`config.mk`:
```
export PLATFORM = sky130hd
export DESIGN_NAME = fast_stream_ctrl
export DESIGN_NICKNAME = d
export VERILOG_FILES = /design/src/rtl/fast_pkg.sv /design/src/rtl/fast_frame_cnt.sv /design/src/rtl/fast_stream_ctrl.sv
export SDC_FILE = /design/constraint.sdc
export NUM_CORES = 1
export LEC_CHECK = 0
export ABC_CLOCK_PERIOD_IN_PS = 3600
export CORE_ASPECT_RATIO = 1.25
export CORE_UTILIZATION = 56
export DETAILED_ROUTE_END_ITERATION = 6
export PLACE_DENSITY = 0.9
export SLEW_MARGIN = 20
export SYNTH_ARGS = -nofsm -noshare
export SYNTH_HDL_FRONTEND = slang
export SYNTH_SLANG_ARGS = --single-unit
```
`constraint.sdc`:
```
create_clock -name clk -period 3.6 [get_ports clk]
set_input_delay 0.54 -clock clk [delete_from_list [all_inputs] [get_ports clk]]
set_output_delay 0.54 -clock clk [all_outputs]
set_load 0.02 [all_outputs]
```
`src/rtl/fast_pkg.sv`:
```
// -----------------------------------------------------------------------------
// fast_pkg
//   Shared types and defaults for the FAST front-end stream sequencer.
//   - fsm_state_t  : frame sequencer states
//   - DEF_*        : default geometry / pixel width
//   - flush_cycles : zero-data enables needed to drain the 7x7 window
//                    (3 patch lines) plus the coordinate delay line
// -----------------------------------------------------------------------------
package fast_pkg;

    typedef enum logic [1:0] {
        IDLE  = 2'd0,
        RUN   = 2'd1,
        FLUSH = 2'd2,
        DONE  = 2'd3
    } fsm_state_t;

    localparam int DEF_COL_NUM     = 640;
    localparam int DEF_ROW_NUM     = 480;
    localparam int DEF_PIXEL_WIDTH = 8;

    // Three half-window lines still sit in the line buffers after the last
    // pixel; 12 more enables cover the coordinate/score delay.
    function automatic int flush_cycles(input int col_num);
        return 3 * col_num + 12;
    endfunction

endpackage

```
`src/rtl/fast_frame_cnt.sv`:
```
// -----------------------------------------------------------------------------
// fast_frame_cnt
//   Column/row position counter for one frame.
//   Ports:
//     clk, rst_n  : clock, async active-low reset
//     clr         : synchronous clear (frame start)
//     en          : advance one pixel
//     col_last    : current column is COL_NUM-1
//     frame_last  : current pixel is the last one of the frame
// -----------------------------------------------------------------------------
module fast_frame_cnt #(
    parameter int COL_NUM = 8,
    parameter int ROW_NUM = 4
) (
    input  logic clk,
    input  logic rst_n,
    input  logic clr,
    input  logic en,
    output logic col_last,
    output logic frame_last
);

    localparam int CW = (COL_NUM > 1) ? $clog2(COL_NUM) : 1;
    localparam int RW = (ROW_NUM > 1) ? $clog2(ROW_NUM) : 1;

    logic [CW-1:0] col;
    logic [RW-1:0] row;

    assign col_last   = (col == CW'(COL_NUM - 1));
    assign frame_last = col_last && (row == RW'(ROW_NUM - 1));

    // row simply increments on each line wrap; it is cleared by the next
    // frame start rather than wrapped here.
    always_ff @(posedge clk or negedge rst_n) begin
        if (!rst_n) begin
            col <= '0;
            row <= '0;
        end else if (clr) begin
            col <= '0;
            row <= '0;
        end else if (en) begin
            if (col_last) begin
                col <= '0;
                row <= row + 1'b1;
            end else begin
                col <= col + 1'b1;
            end
        end
    end

endmodule

```
`src/rtl/fast_stream_ctrl.sv`:
```
// -----------------------------------------------------------------------------
// fast_stream_ctrl
//   Frame sequencer between the DMA pixel stream and the FAST 7x7 window
//   generator. Forwards accepted pixels as registered data_in/ce pairs,
//   stalls on downstream backpressure, appends FLUSH_CYCLES zero-data enables
//   after the last pixel, then pulses frame_done.
//   Ports:
//     clk, rst_n         : clock, async active-low reset
//     start              : arm one frame (honoured only in IDLE)
//     s_valid/s_ready    : input pixel handshake
//     s_data, s_last     : input pixel, end-of-line marker (checked only)
//     dn_ready           : downstream can accept; low stalls every enable
//     pix_data, pix_ce   : to window generator data_in / ce (registered)
//     busy               : registered "not IDLE"
//     frame_done         : one-cycle pulse, state DONE
//     err_len            : sticky line-length error, cleared by start
// -----------------------------------------------------------------------------
module fast_stream_ctrl
    import fast_pkg::*;
#(
    parameter int COL_NUM      = DEF_COL_NUM,
    parameter int ROW_NUM      = DEF_ROW_NUM,
    parameter int PIXEL_WIDTH  = DEF_PIXEL_WIDTH,
    parameter int FLUSH_CYCLES = flush_cycles(COL_NUM)
) (
    input  logic                   clk,
    input  logic                   rst_n,
    input  logic                   start,
    input  logic                   s_valid,
    output logic                   s_ready,
    input  logic [PIXEL_WIDTH-1:0] s_data,
    input  logic                   s_last,
    input  logic                   dn_ready,
    output logic [PIXEL_WIDTH-1:0] pix_data,
    output logic                   pix_ce,
    output logic                   busy,
    output logic                   frame_done,
    output logic                   err_len
);

    localparam int FW = $clog2(FLUSH_CYCLES + 1);

    fsm_state_t    state, state_nxt;
    logic          beat;
    logic          flush_en;
    logic          clr;
    logic          col_last;
    logic          frame_last;
    logic          flush_last;
    logic [FW-1:0] flush_cnt;

    fast_frame_cnt #(
        .COL_NUM (COL_NUM),
        .ROW_NUM (ROW_NUM)
    ) u_frame_cnt (
        .clk        (clk),
        .rst_n      (rst_n),
        .clr        (clr),
        .en         (beat),
        .col_last   (col_last),
        .frame_last (frame_last)
    );

    assign flush_last = (flush_cnt == FW'(FLUSH_CYCLES - 1));
    assign frame_done = (state == DONE);

    // ---------------------------------------------------------------- FSM
    always_ff @(posedge clk or negedge rst_n) begin
        if (!rst_n) state <= IDLE;
        else        state <= state_nxt;
    end

    always_comb begin
        state_nxt = state;
        s_ready   = 1'b0;
        beat      = 1'b0;
        flush_en  = 1'b0;
        clr       = 1'b0;
        case (state)
            IDLE: begin
                if (start) begin
                    clr       = 1'b1;
                    state_nxt = RUN;
                end
            end
            RUN: begin
                // ready follows downstream combinationally so a stall
                // blocks the beat in the same cycle.
                s_ready = dn_ready;
                beat    = s_valid & dn_ready;
                if (beat && frame_last) state_nxt = FLUSH;
            end
            FLUSH: begin
                flush_en = dn_ready;
                if (flush_en && flush_last) state_nxt = DONE;
            end
            DONE:    state_nxt = IDLE;
            default: state_nxt = IDLE;
        endcase
    end

    // ----------------------------------------------------- flush counter
    always_ff @(posedge clk or negedge rst_n) begin
        if (!rst_n)        flush_cnt <= '0;
        else if (clr)      flush_cnt <= '0;
        else if (flush_en) flush_cnt <= flush_cnt + 1'b1;
    end

    // --------------------------------------------------- line-length check
    // s_last is only compared against the column position; counting is
    // driven purely by col/row so a bad marker never changes frame length.
    always_ff @(posedge clk or negedge rst_n) begin
        if (!rst_n)                             err_len <= 1'b0;
        else if (clr)                           err_len <= 1'b0;
        else if (beat && (s_last != col_last))  err_len <= 1'b1;
    end

    // ------------------------------------------------- window gen drive
    always_ff @(posedge clk or negedge rst_n) begin
        if (!rst_n) begin
            pix_ce   <= 1'b0;
            pix_data <= '0;
            busy     <= 1'b0;
        end else begin
            pix_ce   <= beat | flush_en;
            pix_data <= beat ? s_data : '0;
            busy     <= (state_nxt != IDLE);
        end
    end

endmodule
```
==> results of run 1 <==
layout make-up:
cell class,instances,area (um^2)
Clock inverter,2,35.03
Sequential cell,43,1076
Clock buffer,6,82.58
Multi-Input combinational cell,140,928.4
Tap cell,39,48.80
Timing Repair Buffer,27,262.8
Inverter,4,15.01
Fill cell,265,1065
cell families (layout without fill, tap and decap cells):
family / Yosys count / after routing / share of synthesized area (%)
flip-flops: 43 / 43 / 52.06
AND/OR/NAND/NOR: 88 / 88 / 25.30
multiplexers: 3 / 3 / 1.453
adder cells (fa/ha/maj): 3 / 3 / 1.816
AO/OA/AOI/OAI: 30 / 30 / 9.565
XOR/XNOR: 16 / 16 / 6.780
buffers and inverters: 13 / 39 / 3.026
placed cells by master, fill, tap and decap left out, drive strengths merged:
cell           synthesis  routed
or2                    1       1
and2                   9       9
or4                    4       4
buf                    5       2
o31ai                  5       5
and4b                  1       1
o211ai                 2       2
and3                   6       6
bufinv                 0       1
nand2                 11      11
clkbuf                 4       6
mux2i                  3       3
nand3b                 1       1
nand4b                 1       1
nand4                  6       6
ha                     3       3
clkinv                 0       1
a32o                   1       1
or4b                   1       1
a31o                   2       2
nor3                   4       4
or3                    7       7
nor2b                  1       1
o21ai                  7       7
inv                    4       4
nor2                  17      17
nand3                  9       9
nor4                   3       3
nor3b                  2       2
xnor2                  9       9
and3b                  2       2
a21oi                  8       8
a21o                   1       1
and4                   1       1
a22o                   2       2
o2111ai                2       2
dfrtp                 43      43
clkdlybuf4s50          0      25
xor2                   7       7
and4bb                 1       1
state kept, by name (all words and copies together) (netlist names):
register and cells:
u_frame_cnt.col 10, state 2, u_frame_cnt.row 9, pix_ce 1, pix_data 8, flush_cnt 11, busy 1, err_len 1
power by group through the flow:
stage	clock network, mW	registers (mW)	logic, mW
5_1_grt	0.416	0.547	0.103
3_3_place_gp	0	0.547	0.0890
2_1_floorplan	0	0.548	0.0455
4_1_cts	0.393	0.542	0.0944
6_report	0.388	0.544	0.0923
3_5_place_dp	0	0.551	0.0933
worst max path at each step:
stage	startpoint	endpoint	slack (ns)	cells after the start
2_1_floorplan	s_valid	u_frame_cnt.row[7]	1.94	4
3_3_place_gp	dn_ready	u_frame_cnt.row[7]	1.01	5
3_5_place_dp	dn_ready	u_frame_cnt.row[7]	0.95	5
4_1_cts	dn_ready	s_ready	1.19	3
5_1_grt	dn_ready	u_frame_cnt.row[8]	1.10	5
6_report	dn_ready	s_ready	1.20	3
routing by layer:
metal / global-route usage, % / vias to the layer above / wire (um)
met3: 6.296 / 15 / 183
li1: - / 755 / -
met4: 11.92 / 0 / 123
met2: 40.21 / 53 / 2282
met1: 29.55 / 784 / 1684
met5: 0 / - / 0
stage by stage:
stage	cell area (um^2)	total power [mW]	setup slack (ns)
floorplan	2067	0.5931	1.943
global placement	2331	0.6361	1.007
detailed placement	2331	0.6438	0.9539
CTS	2449	1.029	1.188
global route	2449	1.065	1.104
finish	2449	1.025	1.198
==> impl_metrics.yaml, run 1 <==
timing:
  finalHoldViolCount: 0
  finClkSkew_ns: 0.01533
  finalMaxSlewViolations: 0
  slew_headroom_pct: 39.40
  period_share_pct: 66.71
  setup_viol: 0
  fin_tns_setup_ns: 0
  tightest_slew_ns: 0.9090
  whs_ns: 0.3679
  fin_crit_ns: 2.402
  fmax_mhz: 416.4
  rsz0062_at_grt: "no"
cts:
  cts.root.buffer_cell: "clkbuf_8"
  cts_sinks: 43
  cts_setup_buffers: 0
  cts.repair.resized: 0
  clkTransAtPathRegs_ns: 0.09
  cts_max_path_buffers: 2
  clk_latency_ns: 0.30
  htreeDepth: 2
  cts_hold_buf: 0
  cts-buffers-inserted: 5
  cts_tree: "built"
power:
  leakagePower_nw: 1.057
  switchingPower_mw: 0.2451
  clkPwrFrac_pct: 37.9
  seqPwrFrac_pct: 53.1
  power_density_nw_per_um2: 418.6
  sw_frac_of_total_pct: 23.92
  internal-power_mw: 0.7798
  comb_power_share_pct: 9.0
  ir_drop_uv: 409.6
synthesis:
  synth_fp_nets: 213
  syn_avg_cell_area_um2: 10.55
  seq_area_frac_synth_pct: 52.06
  synth_cell_type_count: 43
  synth_flop_cell: "dfrtp_1"
  synth_top_area_share_pct: 52.06
  yosys-top-cells-count: "dfrtp_1 (43), nor2_1 (17), nand2_1 (11)"
  yosysWarnings: 0
  synth_area_leaders: "dfrtp_1 (52%), xnor2_1 (3.8%), nor2_1 (3.1%)"
  synth_top_area_cell: "dfrtp_1"
  synthCells: 196
  synth.most_common_cell: "dfrtp_1"
  synth_edf_count: 0
  ys_ff_latch: 43
  async_flop_share_pct: 100.0
  syn_area_um2: 2067
detailed_routing:
  first_iter_violations: 74
  vias_per_cell: 6.157
  route.vias.total: 1607
  antenna_left: 0
  drt_pass1_iterations: 4
  drc: 0
  wl_per_cell_um: 16.38
  totalWireLength_mm: 4.274
cells_and_area:
  num_antenna_cells: 0
  final_nets: 238
  stdcell_count: 261
  drive_gt1_share_pct: 8.108
  area_growth_syn_to_layout_pct: 18.46
  fin_util_pct: 69.69
grt:
  grt_pass1_wl_mm: 7.327
  grt_remaining_overflow: 0
  grt_pass1_vias: 1597
  grt_usage_pct: 24.38
  antenna_found_initial: 0
  grt_max_degree: 44
critical_path:
  rr_startpoint: "state[1]"
  crit_buf_inv: 2
  r2r_setup_slack_ns: 1.47
  crit_required_ns: 3.06
  cpPeakStageDelay_ns: 0.60
  cp_slowest_cell: "clkdlybuf4s50_1"
  crit_path_cell_trace: "clkdlybuf4s50_1 -> and3b_1 -> clkdlybuf4s50_1"
  cp_max_fo: 5
  timing.rr.end: "u_frame_cnt.row[7]"
  path_class: "input pin to output port"
  worst_setup_path_start_kind: "input pin"
  worstSetupEndpointType: "output port"
  crit_top_cell: "clkdlybuf4s50_1"
  cp.arrival_ns: 1.86
  r2r_cells: 4
  crit_family: "buffers and inverters"
floorplan:
  die_h_um: 69.93
  pin_count: 27
  row_count: 24
  die_x_um: 56.34
  die_area_um2: 3940
  core_area_um2: 3513
  initial_core_util_pct: 58.83
flow_run:
  max_cap_violations: 0
placed_design:
  dp_cells: 253
  dp_hpwl_mm: 2.854
  gp_congestion: 0.8385
  port_buffers: 26
hold_path:
  hold_path_class: "input pin to asynchronous set/reset pin"
outcome:
  status: "finished, final reports clean"
(Power assumes the default switching activity.)
==> inputs of run 2 (changes only) <==
--- a/config.mk
+++ b/config.mk
@@ -5,11 +5,11 @@
 export SDC_FILE = /design/constraint.sdc
 export NUM_CORES = 1
 export LEC_CHECK = 0
-export ABC_CLOCK_PERIOD_IN_PS = 3600
+export ABC_CLOCK_PERIOD_IN_PS = 2100
 export CORE_ASPECT_RATIO = 1.25
-export CORE_UTILIZATION = 56
+export CORE_UTILIZATION = 49
 export DETAILED_ROUTE_END_ITERATION = 6
-export PLACE_DENSITY = 0.9
+export PLACE_DENSITY = 0.84
 export SLEW_MARGIN = 20
 export SYNTH_ARGS = -nofsm -noshare
 export SYNTH_HDL_FRONTEND = slang
==> constraint.sdc (replaced) <==
create_clock -name clk -period 2.1 [get_ports clk]
set_input_delay 0.315 -clock clk [delete_from_list [all_inputs] [get_ports clk]]
set_output_delay 0.315 -clock clk [all_outputs]
set_load 0.02 [all_outputs]
==> run 2 against run 1 <==
The flow now finishes with violations (design-rule violations). Sequential share of layout area decreased by 0.90 points. Cell area increased by 2.1%. Clock-buffer cell count unchanged. Worst hold slack got worse by 0.28 ns. Sequential power increased by 70%. Register-to-register slack got worse by 1.2 ns. Via count decreased by 2.9%. Routed wire length decreased by 7.4%. Critical path type unchanged.
==> impl_metrics.yaml, run 2 (synthesis results as in run 1) <==
cells_and_area:
  regMostFlops: "flush_cnt"
  layout_commonest_cell: "dfrtp_1"
  num_antenna_cells: 0
  largest_reg_flops: 11
  drive_gt1_share_pct: 9.692
  final_nets: 244
  final_cell_mix: "dfrtp_1 (43), clkdlybuf4s50_1 (25), nor2_1 (17)"
  area_growth_syn_to_layout_pct: 20.94
  reg_top3: "flush_cnt x11, u_frame_cnt.col x10, u_frame_cnt.row x9"
flow_run:
  max_cap_violations: 0
grt:
  grt_max_degree: 44
  grt_pass1_vias: 1499
  grt_usage_pct: 19.76
  grt_remaining_overflow: 0
  antenna_found_initial: 0
  grt_pass1_wl_mm: 6.534
detailed_routing:
  antenna_left: 0
  route.vias.total: 1561
  totalWireLength_mm: 3.957
  vias_per_cell: 5.516
  drc: 1
  drt_pass1_iterations: 6
  first_iter_violations: 143
  wl_per_cell_um: 13.98
power:
  ir_drop_uv: 555.6
  seqPwrFrac_pct: 54.3
  comb_power_share_pct: 9.8
  sw_frac_of_total_pct: 23.05
  switchingPower_mw: 0.3922
  clkPwrFrac_pct: 35.8
  internal-power_mw: 1.309
  leakagePower_nw: 1.076
  power_density_nw_per_um2: 680.6
timing:
  setup_viol: 0
  whs_ns: 0.08362
  fin_crit_ns: 1.933
  finClkSkew_ns: 0.008020
  finalHoldViolCount: 0
  tightest_slew_ns: 0.5243
  period_share_pct: 92.03
  fmax_mhz: 517.4
  slew_headroom_pct: 65.05
  rsz0062_at_grt: "no"
  finalMaxSlewViolations: 0
  fin_tns_setup_ns: 0
hold_path:
  hold_path_class: "input pin to asynchronous set/reset pin"
floorplan:
  die_x_um: 60.09
  initial_core_util_pct: 50.83
  die_h_um: 74.62
  pin_count: 27
  die_area_um2: 4484
  core_area_um2: 4066
  row_count: 26
outcome:
  failed_checks: "design-rule violations"
  status: "finished with violations"
cts:
  cts_tree: "built"
  cts.repair.resized: 0
  cts_setup_buffers: 0
  cts_hold_buf: 0
  clkTransAtPathRegs_ns: 0.08
  cts.root.buffer_cell: "clkbuf_8"
  cts-buffers-inserted: 5
  cts_sinks: 43
  htreeDepth: 2
  cts_max_path_buffers: 2
  clk_latency_ns: 0.29
critical_path:
  path_class: "input pin to output port"
  crit_start: "dn_ready"
  crit_required_ns: 1.78
  cp_max_fo: 5
  rr_startpoint: "u_frame_cnt.col[7]"
  worst_setup_path_start_kind: "input pin"
  worstSetupEndpointType: "output port"
  cp.arrival_ns: 1.62
placed_design:
  dp_hpwl_mm: 2.877
  port_buffers: 26
  gp_congestion: 0.8204
==> run 2: changes by cell type in the layout (fill, tap and decap cells not counted) <==
cell      before  now
buf_4          1    7
clkbuf_1       0    1
clkbuf_8       6    5
clkinv_2       1    0
==> run 2: final timing paths <==
path / to / slack [ns] / cells past startpoint
max: s_ready / 0.17 / 3
min reg2reg: err_len / 0.52 / 1
min in group clk: err_len / 0.52 / 1
max reg2reg: state[0] / 0.28 / 4
max in group asynchronous: u_frame_cnt.col[2] / 1.66 / 2
min: pix_ce / 0.08 / 2
==> run 2: power groups by stage <==
stage / clock, mW / sequential [mW] / combinational [mW]
3_3_place_gp: 0 / 0.939 / 0.166
5_1_grt: 0.663 / 0.933 / 0.188
4_1_cts: 0.620 / 0.923 / 0.170
3_5_place_dp: 0 / 0.941 / 0.168
2_1_floorplan: 0 / 0.939 / 0.0780
6_report: 0.610 / 0.924 / 0.167
==> run 2: per-stage QoR <==
stage	utilization (%)	setup WS [ns]	area [um^2]	std cells	power [mW]
2_1_floorplan	-	0.4437	2067	196	1.017
3_3_place_gp	58.95	0.05079	2397	276	1.105
3_5_place_dp	58.95	0.01961	2397	276	1.109
4_1_cts	61.48	0.1674	2500	283	1.714
5_1_grt	61.48	0.09430	2500	283	1.784
6_report	61.48	0.1673	2500	283	1.702
==> run 2: worst max-delay path, cell delays in order <==
cell,delay [ns]
clkdlybuf4s50_1,0.54
and3b_1,0.17
clkdlybuf4s50_1,0.59
==> run 2: cell type report <==
| class | count | area [um^2] |
|---|---|---|
| Clock buffer | 6 | 72.57 |
| Clock inverter | 1 | 30.03 |
| Fill cell | 346 | 1567 |
| Inverter | 4 | 15.01 |
| Multi-Input combinational cell | 140 | 928.4 |
| Sequential cell | 43 | 1076 |
| Tap cell | 56 | 70.07 |
| Timing Repair Buffer | 33 | 307.8 |
==> run 2: routing by layer <==
| layer | share of wire, % | up-vias | global-route usage [%] |
|---|---|---|---|
| met1 | 43 | 757 | 23.15 |
| met3 | 2.7 | 10 | 4.639 |
| met2 | 52 | 29 | 33.70 |
| met4 | 2.5 | 0 | 9.819 |
| li1 | - | 765 | - |
| met5 | 0 | - | 0 |
